<file path="src/rtl/reg_bank_pkg.sv">
// Shared types and defaults for the arbitrated register bank.
package reg_bank_pkg;

  localparam int DEF_REG_W    = 8;
  localparam int DEF_NUM_REGS = 8;
  localparam int LOCK_BIT     = DEF_REG_W - 1;

  typedef enum logic [1:0] {
    IDLE  = 2'd0,
    GRANT = 2'd1,
    RESP  = 2'd2
  } state_e;

endpackage

</file>
<file path="src/rtl/reg_bank_arbiter_if.sv">
// SPI peripheral port plus two local master request/response ports of the register bank.
interface reg_bank_arbiter_if import reg_bank_pkg::*; #(
  parameter int REG_W = DEF_REG_W
);

  logic [REG_W-2:0] spi_addr;
  logic             spi_we;
  logic [REG_W-1:0] spi_wdata;
  logic [REG_W-1:0] spi_rdata;

  logic             m0_req;
  logic             m0_wr;
  logic [REG_W-2:0] m0_addr;
  logic [REG_W-1:0] m0_wdata;
  logic             m0_gnt;
  logic             m0_rvalid;
  logic [REG_W-1:0] m0_rdata;

  logic             m1_req;
  logic             m1_wr;
  logic [REG_W-2:0] m1_addr;
  logic [REG_W-1:0] m1_wdata;
  logic             m1_gnt;
  logic             m1_rvalid;
  logic [REG_W-1:0] m1_rdata;

  modport master (
    output spi_addr, spi_we, spi_wdata,
    output m0_req, m0_wr, m0_addr, m0_wdata,
    output m1_req, m1_wr, m1_addr, m1_wdata,
    input  spi_rdata,
    input  m0_gnt, m0_rvalid, m0_rdata,
    input  m1_gnt, m1_rvalid, m1_rdata
  );

  modport slave (
    input  spi_addr, spi_we, spi_wdata,
    input  m0_req, m0_wr, m0_addr, m0_wdata,
    input  m1_req, m1_wr, m1_addr, m1_wdata,
    output spi_rdata,
    output m0_gnt, m0_rvalid, m0_rdata,
    output m1_gnt, m1_rvalid, m1_rdata
  );

endinterface

</file>
<file path="src/rtl/rr_arbiter.sv">
// Two-way round-robin arbiter; the pointer remembers who won last so a tie favours the other master.
module rr_arbiter (
  input  logic       clk,
  input  logic       rstb,
  input  logic       ena,
  input  logic       update,
  input  logic [1:0] req,
  output logic [1:0] grant
);

  logic lastM1_q, lastM1_d;

  always_comb begin
    grant = req;
    if (req == 2'b11) begin
      grant = lastM1_q ? 2'b01 : 2'b10;
    end
  end

  always_comb begin
    lastM1_d = lastM1_q;
    if (update && (grant != 2'b00)) begin
      lastM1_d = grant[1];
    end
  end

  // Reset as if m1 had just won, so m0 takes the first tie.
  always_ff @(posedge clk or negedge rstb) begin
    if (!rstb) begin
      lastM1_q <= 1'b1;
    end else if (ena) begin
      lastM1_q <= lastM1_d;
    end
  end

endmodule

</file>
<file path="src/rtl/reg_bank_arbiter.sv">
// Register bank shared by an SPI writer and two round-robin arbitrated local masters.
// Define REG_BANK_LOCK_EN to make bit REG_W-1 of register 0 a local-write lock for registers 1..N-1.
module reg_bank_arbiter import reg_bank_pkg::*; #(
  parameter int REG_W    = DEF_REG_W,
  parameter int NUM_REGS = DEF_NUM_REGS
) (
  input  logic                      clk,
  input  logic                      rstb,
  input  logic                      ena,
  reg_bank_arbiter_if.slave         bus,
  output logic [NUM_REGS*REG_W-1:0] regs_o
);

  localparam int AW = REG_W - 1;

  state_e           state_q, state_d;
  logic             capM1_q, capM1_d;
  logic             capWr_q, capWr_d;
  logic [AW-1:0]    capAddr_q, capAddr_d;
  logic [REG_W-1:0] capWdata_q, capWdata_d;
  logic [REG_W-1:0] bank_q [NUM_REGS];
  logic [REG_W-1:0] bank_d [NUM_REGS];
  logic [REG_W-1:0] m0Rdata_q, m0Rdata_d;
  logic [REG_W-1:0] m1Rdata_q, m1Rdata_d;

  logic [1:0]       arbGrant;
  logic             arbUpdate;
  logic             localWe;
  logic             writeBlocked;
  logic             fire;
  logic             respond;
  logic [REG_W-1:0] spiRead;
  logic [REG_W-1:0] capRead;

  rr_arbiter u_rr (
    .clk    (clk),
    .rstb   (rstb),
    .ena    (ena),
    .update (arbUpdate),
    .req    ({bus.m1_req, bus.m0_req}),
    .grant  (arbGrant)
  );

  // Out-of-range addresses match no register and therefore read as zero.
  always_comb begin
    spiRead = '0;
    capRead = '0;
    for (int i = 0; i < NUM_REGS; i++) begin
      if (bus.spi_addr == i[AW-1:0]) spiRead = bank_q[i];
      if (capAddr_q == i[AW-1:0])    capRead = bank_q[i];
    end
  end

`ifdef REG_BANK_LOCK_EN
  localparam int LockIdx = LOCK_BIT + (REG_W - DEF_REG_W);
  assign writeBlocked = bank_q[0][LockIdx] && (capAddr_q != '0);
`else
  assign writeBlocked = 1'b0;
`endif

  assign fire    = ena && (state_q == GRANT) && !bus.spi_we;
  assign respond = ena && (state_q == RESP);

  always_comb begin
    state_d    = state_q;
    capM1_d    = capM1_q;
    capWr_d    = capWr_q;
    capAddr_d  = capAddr_q;
    capWdata_d = capWdata_q;
    m0Rdata_d  = m0Rdata_q;
    m1Rdata_d  = m1Rdata_q;
    arbUpdate  = 1'b0;
    localWe    = 1'b0;
    case (state_q)
      IDLE: begin
        if (bus.m0_req || bus.m1_req) begin
          arbUpdate  = 1'b1;
          capM1_d    = arbGrant[1];
          capWr_d    = arbGrant[1] ? bus.m1_wr    : bus.m0_wr;
          capAddr_d  = arbGrant[1] ? bus.m1_addr  : bus.m0_addr;
          capWdata_d = arbGrant[1] ? bus.m1_wdata : bus.m0_wdata;
          state_d    = GRANT;
        end
      end
      // An SPI write owns the bank this cycle; the local access simply retries.
      GRANT: begin
        if (!bus.spi_we) begin
          if (capWr_q) begin
            localWe = !writeBlocked;
            state_d = IDLE;
          end else begin
            if (capM1_q) m1Rdata_d = capRead;
            else         m0Rdata_d = capRead;
            state_d = RESP;
          end
        end
      end
      RESP:    state_d = IDLE;
      default: state_d = IDLE;
    endcase
  end

  always_comb begin
    regs_o = '0;
    for (int i = 0; i < NUM_REGS; i++) begin
      bank_d[i] = bank_q[i];
      if (bus.spi_we && (bus.spi_addr == i[AW-1:0])) begin
        bank_d[i] = bus.spi_wdata;
      end else if (localWe && (capAddr_q == i[AW-1:0])) begin
        bank_d[i] = capWdata_q;
      end
      regs_o[i*REG_W +: REG_W] = bank_q[i];
    end
  end

  always_ff @(posedge clk or negedge rstb) begin
    if (!rstb) begin
      state_q    <= IDLE;
      capM1_q    <= 1'b0;
      capWr_q    <= 1'b0;
      capAddr_q  <= '0;
      capWdata_q <= '0;
      m0Rdata_q  <= '0;
      m1Rdata_q  <= '0;
      for (int i = 0; i < NUM_REGS; i++) bank_q[i] <= '0;
    end else if (ena) begin
      state_q    <= state_d;
      capM1_q    <= capM1_d;
      capWr_q    <= capWr_d;
      capAddr_q  <= capAddr_d;
      capWdata_q <= capWdata_d;
      m0Rdata_q  <= m0Rdata_d;
      m1Rdata_q  <= m1Rdata_d;
      for (int i = 0; i < NUM_REGS; i++) bank_q[i] <= bank_d[i];
    end
  end

  assign bus.spi_rdata = spiRead;
  assign bus.m0_gnt    = fire && !capM1_q;
  assign bus.m1_gnt    = fire && capM1_q;
  assign bus.m0_rvalid = respond && !capM1_q;
  assign bus.m1_rvalid = respond && capM1_q;
  assign bus.m0_rdata  = m0Rdata_q;
  assign bus.m1_rdata  = m1Rdata_q;

endmodule

</file>
<file path="src/flat_wrapper.sv">
// flat-port wrapper written by rule: the top's interface ports become plain ports
module reg_bank_arbiter_flat import reg_bank_pkg::*;
#(
  parameter int REG_W    = DEF_REG_W,
  parameter int NUM_REGS = DEF_NUM_REGS
)
  (clk, rstb, ena, regs_o, bus_spi_addr, bus_spi_we, bus_spi_wdata, bus_m0_req, bus_m0_wr, bus_m0_addr, bus_m0_wdata, bus_m1_req, bus_m1_wr, bus_m1_addr, bus_m1_wdata, bus_spi_rdata, bus_m0_gnt, bus_m0_rvalid, bus_m0_rdata, bus_m1_gnt, bus_m1_rvalid, bus_m1_rdata);
  reg_bank_arbiter_if #(.REG_W(REG_W)) bus_i ();
  input  logic clk;
  input  logic rstb;
  input  logic ena;
  output logic [NUM_REGS*REG_W-1:0] regs_o;
  input wire logic [$bits(bus_i.spi_addr)-1:0] bus_spi_addr;
  input wire logic [$bits(bus_i.spi_we)-1:0] bus_spi_we;
  input wire logic [$bits(bus_i.spi_wdata)-1:0] bus_spi_wdata;
  input wire logic [$bits(bus_i.m0_req)-1:0] bus_m0_req;
  input wire logic [$bits(bus_i.m0_wr)-1:0] bus_m0_wr;
  input wire logic [$bits(bus_i.m0_addr)-1:0] bus_m0_addr;
  input wire logic [$bits(bus_i.m0_wdata)-1:0] bus_m0_wdata;
  input wire logic [$bits(bus_i.m1_req)-1:0] bus_m1_req;
  input wire logic [$bits(bus_i.m1_wr)-1:0] bus_m1_wr;
  input wire logic [$bits(bus_i.m1_addr)-1:0] bus_m1_addr;
  input wire logic [$bits(bus_i.m1_wdata)-1:0] bus_m1_wdata;
  output wire logic [$bits(bus_i.spi_rdata)-1:0] bus_spi_rdata;
  output wire logic [$bits(bus_i.m0_gnt)-1:0] bus_m0_gnt;
  output wire logic [$bits(bus_i.m0_rvalid)-1:0] bus_m0_rvalid;
  output wire logic [$bits(bus_i.m0_rdata)-1:0] bus_m0_rdata;
  output wire logic [$bits(bus_i.m1_gnt)-1:0] bus_m1_gnt;
  output wire logic [$bits(bus_i.m1_rvalid)-1:0] bus_m1_rvalid;
  output wire logic [$bits(bus_i.m1_rdata)-1:0] bus_m1_rdata;
  assign bus_i.spi_addr = bus_spi_addr;
  assign bus_i.spi_we = bus_spi_we;
  assign bus_i.spi_wdata = bus_spi_wdata;
  assign bus_i.m0_req = bus_m0_req;
  assign bus_i.m0_wr = bus_m0_wr;
  assign bus_i.m0_addr = bus_m0_addr;
  assign bus_i.m0_wdata = bus_m0_wdata;
  assign bus_i.m1_req = bus_m1_req;
  assign bus_i.m1_wr = bus_m1_wr;
  assign bus_i.m1_addr = bus_m1_addr;
  assign bus_i.m1_wdata = bus_m1_wdata;
  assign bus_spi_rdata = bus_i.spi_rdata;
  assign bus_m0_gnt = bus_i.m0_gnt;
  assign bus_m0_rvalid = bus_i.m0_rvalid;
  assign bus_m0_rdata = bus_i.m0_rdata;
  assign bus_m1_gnt = bus_i.m1_gnt;
  assign bus_m1_rvalid = bus_i.m1_rvalid;
  assign bus_m1_rdata = bus_i.m1_rdata;
  reg_bank_arbiter #(.REG_W(REG_W), .NUM_REGS(NUM_REGS)) u_core (.clk(clk), .rstb(rstb), .ena(ena), .bus(bus_i), .regs_o(regs_o));
endmodule
</file>
<file path="config.mk">
export PLATFORM = sky130hd
export DESIGN_NAME = reg_bank_arbiter_flat
export DESIGN_NICKNAME = d
export VERILOG_FILES = /design/src/rtl/reg_bank_pkg.sv /design/src/rtl/reg_bank_arbiter_if.sv /design/src/rtl/rr_arbiter.sv /design/src/rtl/reg_bank_arbiter.sv /design/src/flat_wrapper.sv
export SDC_FILE = /design/constraint.sdc
export NUM_CORES = 1
export LEC_CHECK = 0
export ABC_AREA = 1
export ABC_CLOCK_PERIOD_IN_PS = 2100
export BUFFER_PORTS_ARGS = -buffer_cell sky130_fd_sc_hd__buf_4
export CAP_MARGIN = 20
export CORE_UTILIZATION = 50
export DETAILED_ROUTE_END_ITERATION = 12
export MAX_ROUTING_LAYER = met4
export PLACE_DENSITY = 0.79
export SYNTH_ARGS = -nofsm -noshare
export SYNTH_HDL_FRONTEND = slang
export SYNTH_HIERARCHICAL = 1
export SYNTH_SLANG_ARGS = --single-unit
export TNS_END_PERCENT = 5
</file>
<file path="constraint.sdc">
create_clock -name clk -period 2.1 [get_ports clk]
set_clock_uncertainty 0.05 [all_clocks]
set_input_delay 0.315 -clock clk [delete_from_list [all_inputs] [get_ports clk]]
set_output_delay 0.315 -clock clk [all_outputs]
set_load 0.02 [all_outputs]
</file>
==> metrics.yaml <==
final_cell_mix: "nand2_1, buf_4, dfrtp_1"
cts_inserted_buffers: 9
violations: "design-rule violations"
crit_slowest_cell: "dfrtp_1"
fmax_mhz: 494
drt_pass1_iterations: 10
cts_sinks: 100
drive_above_1_share_pct: 24.1
cellLeakagePower_nw: 4.02
yosysWarnings: 6
antenna_found_initial: 0
required_ns: 1.74
wl_um: 21100
gp_congestion: 1.00
path_cells: "nor2_1 > inv_1 > nor3_1 > inv_1 > nor2_1 > buf_4"
slew_headroom_pct: 57.9
cp_num_buf_inv: 3
clock_latency_ns: 0.35
ios: 145
die-area_sq_um: 12500
dpl.cell_count: 1139
syn_area_per_cell_sq_um: 7.13
p_per_area_nw_per_um2: 1090
dp_hpwl_um: 15700
initial_utilization_pct: 52.1
crit_path_max_fanout: 4
finalNetCount: 1063
synth_nets: 901
min-delay-start: "bus_m0_addr[5]"
fin_crit_sh_pct: 96.5
drtAntennaViolNets: 0
grt_pass1_vias: 6117
arrival_ns: 1.66
syn_inst: 848
coreArea_sq_um: 11600
rows: 39
vias: 6604
grt_max_degree: 46
root_buffer: "clkbuf_16"
hold_violations: 0
multi_input_area_sq_um: 2990
clockBufferDepth: 2
critPathMaxStageDelay_ns: 0.41
r2r_start: "u_core/capAddr_q[4]$_DFFE_PN0P_"
end_kind: "output port"
portBuffers: 144
vias_per_cell: 5.70
cts.clk_slew.worst_paths_ns: 0.07
worst_hold_path_type: "input port to flop"
layoutNonFillerInstCount: 1158
tightest_slew_ns: 0.632
period_minus_slack_ns: 2.03
area_delta_synth_final_pct: 29.1
finalSetupViolCount: 0
final_common_cell: "nand2_1"
antenna_cells: 0
status: "finished with violations"
htreeDepth: 3
drc: 5
cp-start-kind: "flop"
grt_overflow: 0
grt_usage_pct: 35.9
drtIter0Drc: 710
maxSlewViolCount: 0
cap_violations: 0
fillers: 1049
fp.dieW_um: 112
cp-startpoint: "u_core/state_q[1]$_DFFE_PN0P_"
wl_per_cell_um: 18.2
die_h_um: 112
critPathKind: "flop to output port"
grt_pass1_wl_um: 33000
synth_area_sq_um: 6050
cts_tree: "built"
regArea_sq_um: 2500
fin_setup_tns_ns: 0
irDropWorstVdd_mv: 0.762
cp_top_family: "simple AND/OR/NAND/NOR gates"
==> metrics by stage <==
step	power [W]	worst slack (ns)	hold slack (ns)	instance area, sq um	utilization, %
floorplan	0.00509	0.274	-0.0306	6050	-
global placement	0.00676	0.0662	0.318	7480	64.4
detailed placement	0.00682	0.0643	0.317	7480	64.4
CTS	0.00844	0.0554	0.146	7770	66.9
global route	0.00897	-0.00256	0.160	7800	67.2
finish	0.00849	0.0744	0.153	7800	67.2
==> flip-flops by register name, indices dropped and copies added (netlist names) <==
signal                cells
u_core/regs_o            64
u_core/bus.m0_rdata       8
u_core/bus.m1_rdata       8
u_core/capWdata_q         8
u_core/capAddr_q          7
u_core/state_q            2
u_core/capM1_q            1
u_core/capWr_q            1
u_core/u_rr/lastM1_q      1
==> power by group <==
group / switching, W / internal, W / total, W
combinational: 0.00228 / 0.00134 / 0.00362
clock: 0.000744 / 0.000871 / 0.00161
sequential: 0.000714 / 0.00254 / 0.00326
==> worst min-delay path, cell delays in order <==
cell and delay [ns]:
buf_4 0.08, o211ai_1 0.06, o21ai_0 0.06
==> timing repair <==
action | CTS | global route
setup endpoints to repair | 0 | 18
endpoints found under the hold margin | 42 | 0
buffers inserted | 0 | 2
hold buffers | 1 | 0
gates resized for setup | 0 | 6
==> per-layer routing <==
metal	global-route usage [%]	up-vias	wire length (um)
li1	-	3114	-
met1	46.7	3093	8770
met2	53.9	345	9570
met3	8.55	52	2020
met4	14.8	0	738
met5	-	-	0
==> final timing paths <==
path | to | cells after the start | slack (ns)
min | u_core/capAddr_q[5]$_DFFE_PN0P_ | 3 | 0.15
min in group asynchronous | u_core/capWdata_q[7]$_DFFE_PN0P_ | 2 | 0.46
min reg2reg | u_core/bus.m0_rdata[7]$_DFFE_PN0P_ | 2 | 0.43
max | bus_m0_gnt | 6 | 0.07
max reg2reg | u_core/regs_o[53]$_DFFE_PN0P_ | 11 | 0.16
max in group asynchronous | u_core/regs_o[49]$_DFFE_PN0P_ | 3 | 0.90
==> final cells by class <==
type | instances | share of cell area [%]
clock inverters | 3 | 0.273
flip-flops and latches | 100 | 32.1
inverters | 101 | 4.92
clock buffers | 13 | 3.34
well taps | 143 | 2.29
repair buffers | 186 | 18.7
multi-input cells | 612 | 38.4
No activity file was read; power rests on OpenSTA's default activity.
